## src/rtl/miter_sweep_if.sv

```systemverilog
// Handshake and result bundle between the miter sweep controller and the miter it drives.
// The controller connects through the slave modport. Its stimulus/bench side uses master.
interface miter_sweep_if #(
  parameter int NX = 2,
  parameter int NY = 2,
  parameter int NG = 2
);
  localparam int W = NX + NY + NG;

  logic          start;
  logic          abort;
  logic          miter_out;
  logic [NX-1:0] x_vec;
  logic [NY-1:0] y_vec;
  logic [NG-1:0] g_vec;
  logic          busy;
  logic          done;
  logic          cex_found;
  logic [W-1:0]  cex_vec;
  logic [W:0]    cex_count;

  modport master (
    output start, abort, miter_out,
    input  x_vec, y_vec, g_vec, busy, done, cex_found, cex_vec, cex_count
  );

  modport slave (
    input  start, abort, miter_out,
    output x_vec, y_vec, g_vec, busy, done, cex_found, cex_vec, cex_count
  );
endinterface

```

## src/rtl/miter_sweep_ctrl.sv

```systemverilog
// Exhaustive sweep of the miter input space, recording the first counterexample and a hit count.
// Optional macro MITER_SWEEP_EARLY_STOP_EN ends the sweep on the first counterexample.
//
// state | meaning
// IDLE  | after reset, waiting for start
// SWEEP | driving cnt onto the miter, sampling miter_out each cycle
// DONE  | results held until the next accepted start
module miter_sweep_ctrl #(
  parameter int NX = 2,
  parameter int NY = 2,
  parameter int NG = 2
) (
  input logic           clk,
  input logic           rst_n,
  miter_sweep_if.slave  bus
);
  localparam int W = NX + NY + NG;
  localparam logic [W:0] CNT_MAX = {1'b1, {W{1'b0}}};

  generate
    if (W < 1 || W > 16) begin : g_bad_width
      $error("miter_sweep_ctrl: NX+NY+NG must be in 1..16");
    end
  endgenerate

  typedef enum logic [1:0] {IDLE, SWEEP, DONE} state_t;

  state_t       state, state_nxt;
  logic [W-1:0] cnt;
  logic         cex_found;
  logic [W-1:0] cex_vec;
  logic [W:0]   cex_count;
  logic         clr;
  logic         cnt_inc;
  logic         hit;
  logic         cnt_last;

  assign cnt_last = &cnt;

  always_ff @(posedge clk or negedge rst_n) begin
    if (!rst_n) state <= IDLE;
    else        state <= state_nxt;
  end

  always_comb begin
    state_nxt = state;
    clr       = 1'b0;
    cnt_inc   = 1'b0;
    hit       = 1'b0;
    bus.busy  = (state == SWEEP);
    bus.done  = (state == DONE);
    case (state)
      IDLE, DONE: begin
        if (bus.start && !bus.abort) begin
          clr       = 1'b1;
          state_nxt = SWEEP;
        end
      end
      SWEEP: begin
        // an abort cycle is not evaluated: no sample, no count step
        if (bus.abort) begin
          state_nxt = DONE;
        end else begin
          hit = bus.miter_out;
`ifdef MITER_SWEEP_EARLY_STOP_EN
          if (bus.miter_out || cnt_last) state_nxt = DONE;
          else                           cnt_inc   = 1'b1;
`else
          if (cnt_last) state_nxt = DONE;
          else          cnt_inc   = 1'b1;
`endif
        end
      end
      default: state_nxt = IDLE;
    endcase
  end

  always_ff @(posedge clk or negedge rst_n) begin
    if (!rst_n) begin
      cnt       <= '0;
      cex_found <= 1'b0;
      cex_vec   <= '0;
      cex_count <= '0;
    end else if (clr) begin
      cnt       <= '0;
      cex_found <= 1'b0;
      cex_vec   <= '0;
      cex_count <= '0;
    end else begin
      if (cnt_inc) cnt <= cnt + 1'b1;
      if (hit) begin
        if (!cex_found) begin
          cex_found <= 1'b1;
          cex_vec   <= cnt;
        end
        if (cex_count != CNT_MAX) cex_count <= cex_count + 1'b1;
      end
    end
  end

  assign bus.x_vec     = cnt[NX-1:0];
  assign bus.y_vec     = cnt[NX+NY-1:NX];
  assign bus.g_vec     = cnt[W-1:NX+NY];
  assign bus.cex_found = cex_found;
  assign bus.cex_vec   = cex_vec;
  assign bus.cex_count = cex_count;
endmodule

```

## src/flat_wrapper.sv

```systemverilog
// flat-port wrapper written by rule: the top's interface ports become plain ports
module miter_sweep_ctrl_flat 
#(
  parameter int NX = 2,
  parameter int NY = 2,
  parameter int NG = 2
)
  (clk, rst_n, bus_start, bus_abort, bus_miter_out, bus_x_vec, bus_y_vec, bus_g_vec, bus_busy, bus_done, bus_cex_found, bus_cex_vec, bus_cex_count);
  miter_sweep_if #(.NX(NX), .NY(NY), .NG(NG)) bus_i ();
  input logic clk;
  input logic rst_n;
  input wire logic [$bits(bus_i.start)-1:0] bus_start;
  input wire logic [$bits(bus_i.abort)-1:0] bus_abort;
  input wire logic [$bits(bus_i.miter_out)-1:0] bus_miter_out;
  output wire logic [$bits(bus_i.x_vec)-1:0] bus_x_vec;
  output wire logic [$bits(bus_i.y_vec)-1:0] bus_y_vec;
  output wire logic [$bits(bus_i.g_vec)-1:0] bus_g_vec;
  output wire logic [$bits(bus_i.busy)-1:0] bus_busy;
  output wire logic [$bits(bus_i.done)-1:0] bus_done;
  output wire logic [$bits(bus_i.cex_found)-1:0] bus_cex_found;
  output wire logic [$bits(bus_i.cex_vec)-1:0] bus_cex_vec;
  output wire logic [$bits(bus_i.cex_count)-1:0] bus_cex_count;
  assign bus_i.start = bus_start;
  assign bus_i.abort = bus_abort;
  assign bus_i.miter_out = bus_miter_out;
  assign bus_x_vec = bus_i.x_vec;
  assign bus_y_vec = bus_i.y_vec;
  assign bus_g_vec = bus_i.g_vec;
  assign bus_busy = bus_i.busy;
  assign bus_done = bus_i.done;
  assign bus_cex_found = bus_i.cex_found;
  assign bus_cex_vec = bus_i.cex_vec;
  assign bus_cex_count = bus_i.cex_count;
  miter_sweep_ctrl #(.NX(NX), .NY(NY), .NG(NG)) u_core (.clk(clk), .rst_n(rst_n), .bus(bus_i));
endmodule
```

## config.mk

```make
export PLATFORM = sky130hd
export DESIGN_NAME = miter_sweep_ctrl_flat
export DESIGN_NICKNAME = d
export VERILOG_FILES = /design/src/rtl/miter_sweep_if.sv /design/src/rtl/miter_sweep_ctrl.sv /design/src/flat_wrapper.sv
export SDC_FILE = /design/constraint.sdc
export NUM_CORES = 1
export LEC_CHECK = 0
export CORE_MARGIN = 1.5
export CORE_UTILIZATION = 48
export DETAILED_ROUTE_END_ITERATION = 8
export PLACE_DENSITY = 0.78
export REMOVE_ABC_BUFFERS = 1
export SYNTH_ARGS = -nofsm -noshare
export SYNTH_HDL_FRONTEND = slang
export SYNTH_SLANG_ARGS = --single-unit
```

## constraint.sdc

```tcl
create_clock -name clk -period 2 [get_ports clk]
set_clock_uncertainty 0.05 [all_clocks]
set_input_delay 0.2 -clock clk [delete_from_list [all_inputs] [get_ports clk]]
set_output_delay 0.2 -clock clk [all_outputs]
set_load 0.01 [all_outputs]
```

==> metrics.csv, run 1 <==
metric,value,unit
run_status,completed,
min_period,1860,ps
replace_congestion,0.857,
global_route.overflow_total,0,
detailed_place_hpwl,1860,microns
critical_path.reg2reg.startpoint,u_core.bus.cex_count[1],
number_of_antenna_violations_at_the_first_check_in_global_routing,0,
clk_pwr_share,0.225,
drt-pass1-iter-count,4,
netlist_area,1120,sq um
r2r_setup_slack,140,ps
maxCapViolations,0,
min_path_type,primary input to asynchronous set/reset pin,
drt_first_iter_violations,40,
die_width,51.4,microns
antenna_cells,0,
layout.filler_cells,191,
clkLatencyLatePin,300,ps
post_synth_edffs,0,
synth_simple_gate_area_frac,0.206,
initial_core_util,0.508,
synth.mux.area_fraction,0.0457,
timing.critical_path.buf_inv,1,
place.port_buffers,26,
synth-xor-area-share,0,
power.static_leakage,0.623,nW
fp.coreArea,2210,sq um
detail_route.wirelength,2480,microns
clockBufferDepth,2,
synth_compound_gate_area_share,0.197,
report.final.hold_viol_count,0,
crit_path_max_incr_delay,460,ps
first_global_vias,976,
fmax,539,MHz
vias_per_cell,5.95,
power.density,745,nW/um^2
post_synth_num_cell_types,36,
internal_power,0.758,mW
timing.critical_path.arrival,2010,ps
drc_errors,0,
maxSlewViolCount,0,
area_growth_syn_to_layout,31.4,%
worst_path_dominant_cell_family,simple AND/OR/NAND/NOR gates,
ys_seq_elements,22,
worst_ir_drop_vdd,0.494,mV
r2r_end,u_core.bus.cex_count[1],
highest_count_cells_in_the_layout_ignoring_fill_and_taps,"sky130_fd_sc_hd__clkdlybuf4s50_1 (26), sky130_fd_sc_hd__dfrtp_1 (22), sky130_fd_sc_hd__a21oi_1 (12), sky130_fd_sc_hd__nand2_1 (11), sky130_fd_sc_hd__o21ai_0 (11)",
worst-path-max-fanout,4,
rows,17,
rr_worst_depth,5,
synth_async_sr_flop_share,1.00,
yosys_warnings,0,
cts_made_buffers,3,
fin_crit_sh,0.928,
clock_sink_count,22,
ys.flop_type,sky130_fd_sc_hd__dfrtp_1,
detailroute.via_count,1030,
worstPathRequired,2150,ps
final_net_count,154,
tightestPinTransition,399,ps
grt_max_degree,23,
cts-resized-gates,0,
synth_top_family_by_area,simple AND/OR/NAND/NOR gates,
grt_pass1_wl,4330,microns
grt_setup_unrepaired,false,
power_frac_seq,0.507,
max_slew_margin,0.733,
worstSetupEndpointType,flop,
fin_tns_setup,0,ps
post_cts_hold_buffer_count,0,
post_cts_buffers,0,
synth_sequential_area_ratio,0.490,
adder_and_majority_cell_fraction_of_the_synthesized_area,0.0334,
path_clk_slew,130,ps
globalRouteTotalUtil,0.216,
post_route_cells_drive_above_1_share,0.0759,
cts_tree,done,
critical_path_class,flop to flop,
ctsHtreeMaxLevel,1,
setup_viol_count_final,0,
critical_path.cell_chain,inv_1 -> ha_1 -> or4b_1 -> o21ai_1 -> mux2_1,
mostFrequentLayoutCell,sky130_fd_sc_hd__clkdlybuf4s50_1,
cts-root-buf,sky130_fd_sc_hd__clkbuf_4,
startpoint_type,flop,
post-layout-total-power,1.10,mW
power_frac_comb,0.268,
die_y,51.4,microns
top_level_ports,27,
synthesis.area_per_instance,9.86,sq um
crit_path_top_delay_cell,sky130_fd_sc_hd__or4b_1,
antenna_violating_nets_post_route,0,
fraction_of_power_spent_switching_nets,0.311,
route.detailed.wl_per_inst,14.3,microns
net-switching-power,0.342,mW
floorplan.die_area,2640,sq um
syn_inst,114,
state kept, by name, indices dropped and copies added, names as in the netlist:
signal,count
u_core.bus.cex_count,7
u_core.bus.cex_vec,6
u_core.cnt,6
u_core.state,2
u_core.bus.cex_found,1
power groups by stage:
stage          clock network (mW)  logic, mW  registers [mW]
2_1_floorplan                   0      0.121           0.571
3_3_place_gp                    0      0.289           0.562
3_5_place_dp                    0      0.298           0.566
4_1_cts                     0.251      0.298           0.557
5_1_grt                     0.261      0.332           0.569
6_report                    0.248      0.294           0.557
cell type report:
class,instances,area [sq um],area share
clock buffers,4,36.3,0.0246
inverters,4,15.0,0.0102
multi-input cells,84,542,0.367
flip-flops and latches,22,551,0.373
well taps,28,35.0,0.0237
repair buffers,31,298,0.202
per-stage QoR:
stage / hold slack, ps / setup WS (ps) / std cells / utilization / cell area, sq um
floorplan: -146 / 58.0 / 110 / - / 1110
global placement: 483 / 113 / 169 / 0.651 / 1440
detailed placement: 486 / 78.3 / 169 / 0.651 / 1440
CTS: 181 / 138 / 173 / 0.667 / 1480
global route: 189 / 36.6 / 173 / 0.667 / 1480
finish: 172 / 143 / 173 / 0.667 / 1480
layer usage:
layer  vias up  wire length [microns]  global-route usage
li1        487                      -                   -
met3         6                    129              0.0263
met1       499                   1110               0.285
met4         0                     37              0.0833
met5         -                      0                   0
met2        38                   1210               0.359
how the worst max path moves through the flow:
stage                             from                      end  slack, ps  depth (start not counted)
2_1_floorplan          u_core.state[1]  u_core.bus.cex_count[1]         60                          3
3_3_place_gp                 bus_abort            u_core.cnt[5]        110                          4
3_5_place_dp                 bus_abort  u_core.bus.cex_count[3]         80                          5
4_1_cts        u_core.bus.cex_count[1]  u_core.bus.cex_count[1]        140                          5
5_1_grt        u_core.bus.cex_count[1]  u_core.bus.cex_count[1]         40                          5
6_report       u_core.bus.cex_count[1]  u_core.bus.cex_count[1]        140                          5
logic make-up after synthesis:
group | count (synthesis)
adder cells (fa/ha/maj) | 3
multiplexers | 5
AND/OR/NAND/NOR | 39
buffers and inverters | 8
AO/OA/AOI/OAI | 37
flip-flops | 22
synthesized netlist by cell type, types with 2 or more instances:
master | instances | area share
sky130_fd_sc_hd__or4_1 | 3 | 0.020
sky130_fd_sc_hd__clkbuf_1 | 3 | 0.010
sky130_fd_sc_hd__o31ai_1 | 2 | 0.013
sky130_fd_sc_hd__nand2_1 | 11 | 0.037
sky130_fd_sc_hd__a21oi_1 | 12 | 0.053
sky130_fd_sc_hd__o21ai_0 | 11 | 0.049
sky130_fd_sc_hd__o211ai_1 | 4 | 0.027
sky130_fd_sc_hd__inv_1 | 4 | 0.013
sky130_fd_sc_hd__nand2b_1 | 2 | 0.011
sky130_fd_sc_hd__mux2i_1 | 4 | 0.036
sky130_fd_sc_hd__ha_1 | 3 | 0.033
sky130_fd_sc_hd__dfrtp_1 | 22 | 0.49
sky130_fd_sc_hd__nand3_1 | 10 | 0.045
(Power assumes the default switching activity.)
==> run 2, diff against run 1 <==
Settings changed: CORE_UTILIZATION 48 to 39, PLACE_DENSITY 0.78 to 0.65.
==> run 2 against run 1 <==
Against the previous run: register-to-register slack improved by 20 ps; cell count is 2.9% higher; die area grew 22%; clock-buffer cell count is 1 lower; total power increased by 9.0%; combinational power is essentially flat; largest power group unchanged; sequential share of layout area is 0.86 points lower; via count decreased by 3.8%; critical endpoint unchanged; non-clock buffer count up 2; highest routed layer unchanged; sequential power about the same; final area grew 2.4%; worst hold slack got worse by 6.2 ps.
==> metrics.csv, run 2 (synthesis gave the netlist of run 1 again) <==
metric,value,unit,change
detailroute.wirelength.met2,1170,microns,-3.1%
clkLatencyLatePin,320,ps,+20 ps
post_route_cells_drive_above_1_share,0.0884,,+0.0126
power.static_leakage,0.640,nW,+2.7%
timing.critical_path.buf_inv,1,,unchanged
mostFrequentLayoutCell,sky130_fd_sc_hd__clkdlybuf4s50_1,,
final-seq-area,551,sq um,unchanged
rr_worst_depth,5,,unchanged
setup_viol_count_final,0,,unchanged
antenna_cells,0,,unchanged
r2r_setup_slack,160,ps,+20 ps
area_growth_syn_to_layout,34.5,%,
post-layout-total-power,1.20,mW,+9.0%
largest-register,u_core.bus.cex_count,,
initial_core_util,0.411,,-0.0969
drt-pass1-iter-count,4,,unchanged
worst_ir_drop_vdd,0.556,mV,+13%
r2r_end,u_core.bus.cex_count[1],,
ctsHtreeMaxLevel,1,,unchanged
drc_errors,0,,unchanged
post_cts_hold_buffer_count,0,,unchanged
crit_path_max_incr_delay,460,ps,about the same
grt_pass1_wl,4330,microns,unchanged
worst_path_dominant_cell_family,simple AND/OR/NAND/NOR gates,,
top_layer_used,met4,,
min_period,1840,ps,-15.4 ps
layout.filler_cells,249,,+30%
detailroute.via_count,991,,-3.8%
multi_input_comb_area,542,sq um,unchanged
cts_made_buffers,3,,unchanged
grt_setup_unrepaired,false,,
global_route.overflow_total,0,,unchanged
highest_count_cells_in_the_layout_ignoring_fill_and_taps,"sky130_fd_sc_hd__clkdlybuf4s50_1 (26), sky130_fd_sc_hd__dfrtp_1 (22), sky130_fd_sc_hd__a21oi_1 (12), sky130_fd_sc_hd__nand2_1 (11), sky130_fd_sc_hd__o21ai_0 (11)",,
startpoint_type,flop,,
worst-path-max-fanout,4,,unchanged
rows,19,,+2
die_width,56.7,microns,+10%
route.detailed.wl_per_inst,14.2,microns,-1.1%
report.final.hold_viol_count,0,,unchanged
antenna_violating_nets_post_route,0,,unchanged
detailed_place_hpwl,1840,microns,-1.1%
critical_path.reg2reg.startpoint,u_core.bus.cex_count[1],,
path_clk_slew,130,ps,about the same
fmax,543,MHz,+0.83%
replace_congestion,0.784,,-8.5%
maxSlewViolCount,0,,unchanged
grt_max_degree,23,,unchanged
crit_path_top_delay_cell,sky130_fd_sc_hd__or4b_1,,
run_status,completed,,
place_inst,174,,+3.0%
worst_slack,158,ps,+15.4 ps
top_level_ports,27,,unchanged
globalRouteTotalUtil,0.172,,-0.0434
largestRegisters,"u_core.bus.cex_count x7, u_core.bus.cex_vec x6, u_core.cnt x6",,
vias_per_cell,5.57,,-6.5%
drt_first_iter_violations,23,,-43%
min_path_type,primary input to asynchronous set/reset pin,,
number_of_flip_flops_under_the_largest_register_name,7,,unchanged
critical_path_class,flop to flop,,
fin_tns_setup,0,ps,unchanged
wl_met3,63,microns,-51%
post_cts_buffers,0,,unchanged
number_of_antenna_violations_at_the_first_check_in_global_routing,0,,unchanged
cts-resized-gates,0,,unchanged
drt-met1-wl,1240,microns,+13%
floorplan.die_area,3210,sq um,+22%
critical_path.cell_chain,inv_1 -> ha_1 -> or4b_1 -> o21ai_1 -> mux2_1,,
die_y,56.7,microns,+10%
first_global_vias,897,,-8.1%
clock_sink_count,22,,unchanged
timing.critical_path.arrival,2000,ps,about the same
fp.coreArea,2730,sq um,+24%
detailedPlace.worstSlack,107,ps,+28.6 ps
cts_tree,done,,
maxCapViolations,0,,unchanged
cts-root-buf,sky130_fd_sc_hd__clkbuf_4,,
fin_crit_sh,0.921,,-0.00768
worstSetupEndpointType,flop,,
clockBufferDepth,2,,unchanged
final_cells,178,,+2.9%
worstPathRequired,2160,ps,about the same
max_slew_margin,0.732,,-0.000903
place.port_buffers,26,,unchanged
power.density,793,nW/um^2,+6.5%
final_net_count,156,,+1.3%
detail_route.wirelength,2530,microns,+1.8%
tightestPinTransition,401,ps,+1.35 ps
-- run 2: stage by stage --
step                hold WS, ps   util  cell area (sq um)
floorplan                  -146      -               1110
global placement            482  0.534               1460
detailed placement          483  0.534               1460
CTS                         167  0.553               1510
global route                173  0.553               1510
finish                      166  0.553               1510
-- run 2: cell type report --
class,count,area share
repair buffers,33,0.207
flip-flops and latches,22,0.364
multi-input cells,84,0.358
inverters,4,0.00993
well taps,31,0.0257
clock inverters,1,0.0199
clock buffers,3,0.0149
-- run 2: per-layer routing --
layer  up-vias  track usage
li1        489            -
met1       482        0.251
met2        16        0.257
met3         4       0.0207
met4         0       0.0714
met5         -            0
-- run 2: power breakdown --
group / switching, mW / internal [mW]
clock: 0.145 / 0.203
combinational: 0.140 / 0.157
sequential: 0.0642 / 0.490
total: 0.349 / 0.850
-- run 2: worst max-delay path by stage --
| stage | slack [ps] | depth (start not counted) | start | to |
|---|---|---|---|---|
| 3_5_place_dp | 110 | 4 | bus_abort | u_core.cnt[5] |
| 5_1_grt | 50 | 5 | u_core.bus.cex_count[1] | u_core.bus.cex_count[1] |
| 2_1_floorplan | 60 | 3 | u_core.state[1] | u_core.bus.cex_count[1] |
| 4_1_cts | 160 | 5 | u_core.bus.cex_count[1] | u_core.bus.cex_count[1] |
| 3_3_place_gp | 140 | 4 | bus_abort | u_core.cnt[5] |
| 6_report | 160 | 5 | u_core.bus.cex_count[1] | u_core.bus.cex_count[1] |
==> run 3, diff against run 2 <==
Settings changed: CORE_ASPECT_RATIO set to 1.2.
==> run 3 against run 2 <==
Against the previous run: setup slack got worse by 16 ps; worst hold slack got worse by 3.8 ps; flip-flop and latch count stayed put.
==> metrics.csv, run 3 (synthesis gave the netlist of run 1 again) <==
metric,value,unit,change
run_status,completed,,
wl_met3,89,microns,+41%
first_global_vias,930,,+3.7%
min_period,1860,ps,+15.9 ps
final_net_count,156,,unchanged
cts_tree,done,,
critical_path.cell_chain,inv_1 -> ha_1 -> or4b_1 -> o21ai_1 -> mux2_1,,
power_frac_seq,0.463,,about the same
fmax,538,MHz,-0.86%
post_cts_buffers,0,,unchanged
net-switching-power,0.349,mW,+0.19%
largestRegisters,"u_core.bus.cex_count x7, u_core.bus.cex_vec x6, u_core.cnt x6",,
power.static_leakage,0.640,nW,unchanged
ctsHtreeMaxLevel,1,,unchanged
worstPathRequired,2150,ps,about the same
report.final.hold_viol_count,0,,unchanged
worst-path-max-fanout,4,,unchanged
rows,21,,+2
vias_per_cell,5.58,,+0.23%
max_slew_margin,0.710,,-0.0212
startpoint_type,flop,,
post_route_cells_drive_above_1_share,0.0884,,unchanged
grt_pass1_wl,4130,microns,-4.6%
top_level_ports,27,,unchanged
initial_core_util,0.407,,-0.00373
maxSlewViolCount,0,,unchanged
internal_power,0.851,mW,+0.15%
worst_ir_drop_vdd,0.492,mV,-12%
grt_max_degree,23,,unchanged
post_cts_hold_buffer_count,0,,unchanged
detailed_place_hpwl,1840,microns,about the same
clockBufferDepth,2,,unchanged
clock_sink_count,22,,unchanged
antenna_cells,0,,unchanged
detail_route.wirelength,2520,microns,about the same
die_y,61.8,microns,+9.0%
power_frac_comb,0.248,,about the same
fin_crit_sh,0.929,,+0.00794
number_of_flip_flops_under_the_largest_register_name,7,,unchanged
cts-resized-gates,0,,unchanged
largest-register,u_core.bus.cex_count,,
rr_worst_depth,5,,unchanged
min_path_type,primary input to asynchronous set/reset pin,,
worstSetupEndpointType,flop,,
replace_congestion,0.826,,+5.4%
drc_errors,0,,unchanged
global_route.overflow_total,0,,unchanged
grt_setup_unrepaired,false,,
setup_viol_count_final,0,,unchanged
fin_tns_setup,0,ps,unchanged
highest_count_cells_in_the_layout_ignoring_fill_and_taps,"sky130_fd_sc_hd__clkdlybuf4s50_1 (26), sky130_fd_sc_hd__dfrtp_1 (22), sky130_fd_sc_hd__a21oi_1 (12), sky130_fd_sc_hd__nand2_1 (11), sky130_fd_sc_hd__o21ai_0 (11)",,
top_layer_used,met4,,
placedInstanceArea,1460,sq um,+0.26%
floorplan.die_area,3210,sq um,about the same
drt-met1-wl,1110,microns,-11%
timing.critical_path.arrival,2010,ps,about the same
drt_first_iter_violations,28,,+22%
tightestPinTransition,432,ps,+31.7 ps
maxCapViolations,0,,unchanged
number_of_antenna_violations_at_the_first_check_in_global_routing,0,,unchanged
power.density,792,nW/um^2,about the same
crit_path_max_incr_delay,460,ps,about the same
antenna_violating_nets_post_route,0,,unchanged
path_clk_slew,130,ps,about the same
layout.cell_area.non_filler,1520,sq um,+0.25%
clkLatencyLatePin,320,ps,about the same
crit_path_top_delay_cell,sky130_fd_sc_hd__or4b_1,,
area_growth_syn_to_layout,34.9,%,
mostFrequentLayoutCell,sky130_fd_sc_hd__clkdlybuf4s50_1,,
cts-root-buf,sky130_fd_sc_hd__clkbuf_4,,
clk_pwr_share,0.289,,about the same
critical_path_class,flop to flop,,
fraction_of_power_spent_switching_nets,0.291,,about the same
fp.coreArea,2760,sq um,+0.92%
drt-pass1-iter-count,4,,unchanged
cts_made_buffers,3,,unchanged
detailroute.wirelength.met2,1270,microns,+8.7%
route.detailed.wl_per_inst,13.9,microns,-1.7%
die_width,52,microns,-8.2%
detailroute.via_count,1010,,+1.9%
globalRouteTotalUtil,0.172,,-0.000451
place.port_buffers,26,,unchanged
run 3: final cells by class:
| class | instances | area [sq um] |
|---|---|---|
| timing repair buffer | 33 | 313 |
| tap | 34 | 42.5 |
| sequential | 22 | 551 |
| clock buffer | 3 | 22.5 |
| multi-input combinational | 84 | 542 |
| fill | 269 | 1240 |
| clock inverter | 1 | 30.0 |
| inverter | 4 | 15.0 |
run 3: worst paths after layout:
kind	to	startpoint	slack, ps
setup / recovery	u_core.bus.cex_count[1]	u_core.bus.cex_count[1]	140
hold / removal	u_core.cnt[3]	rst_n	160
setup reg to reg	u_core.bus.cex_count[1]	u_core.bus.cex_count[1]	140
hold reg to reg	u_core.bus.cex_vec[2]	u_core.bus.cex_vec[2]	500
max in group asynchronous	u_core.bus.cex_count[5]	rst_n	1510
min in group clk	u_core.bus.cex_vec[2]	u_core.bus.cex_vec[2]	500
run 3: through the flow:
stage          power [mW]  hold slack [ps]  utilization  worst slack [ps]  instances
2_1_floorplan       0.693             -146            -              58.0        110
6_report             1.20              162        0.549               143        181
5_1_grt              1.27              169        0.549              29.3        181
4_1_cts              1.21              167        0.549               128        181
3_3_place_gp        0.852              483        0.530               139        177
3_5_place_dp        0.863              487        0.530              78.7        177
run 3: critical path, delay by kind of cell, from the launching register on:
family	cells	cell delay, ps
simple gates	1	460
flops	1	430
mux	1	350
compound gates	1	230
fa+ha+maj	1	140
buf+inv	1	90
run 3: routing by layer:
layer	vias to the layer above	track usage
li1	488	-
met1	492	0.212
met2	24	0.286
met3	6	0.0287
met4	0	0.0977
met5	-	0
run 3: power by group through the flow:
stage	combinational (mW)	clock, mW	sequential, mW
2_1_floorplan	0.121	0	0.571
3_3_place_gp	0.293	0	0.560
3_5_place_dp	0.300	0	0.563
4_1_cts	0.303	0.355	0.555
5_1_grt	0.328	0.376	0.563
6_report	0.298	0.347	0.556
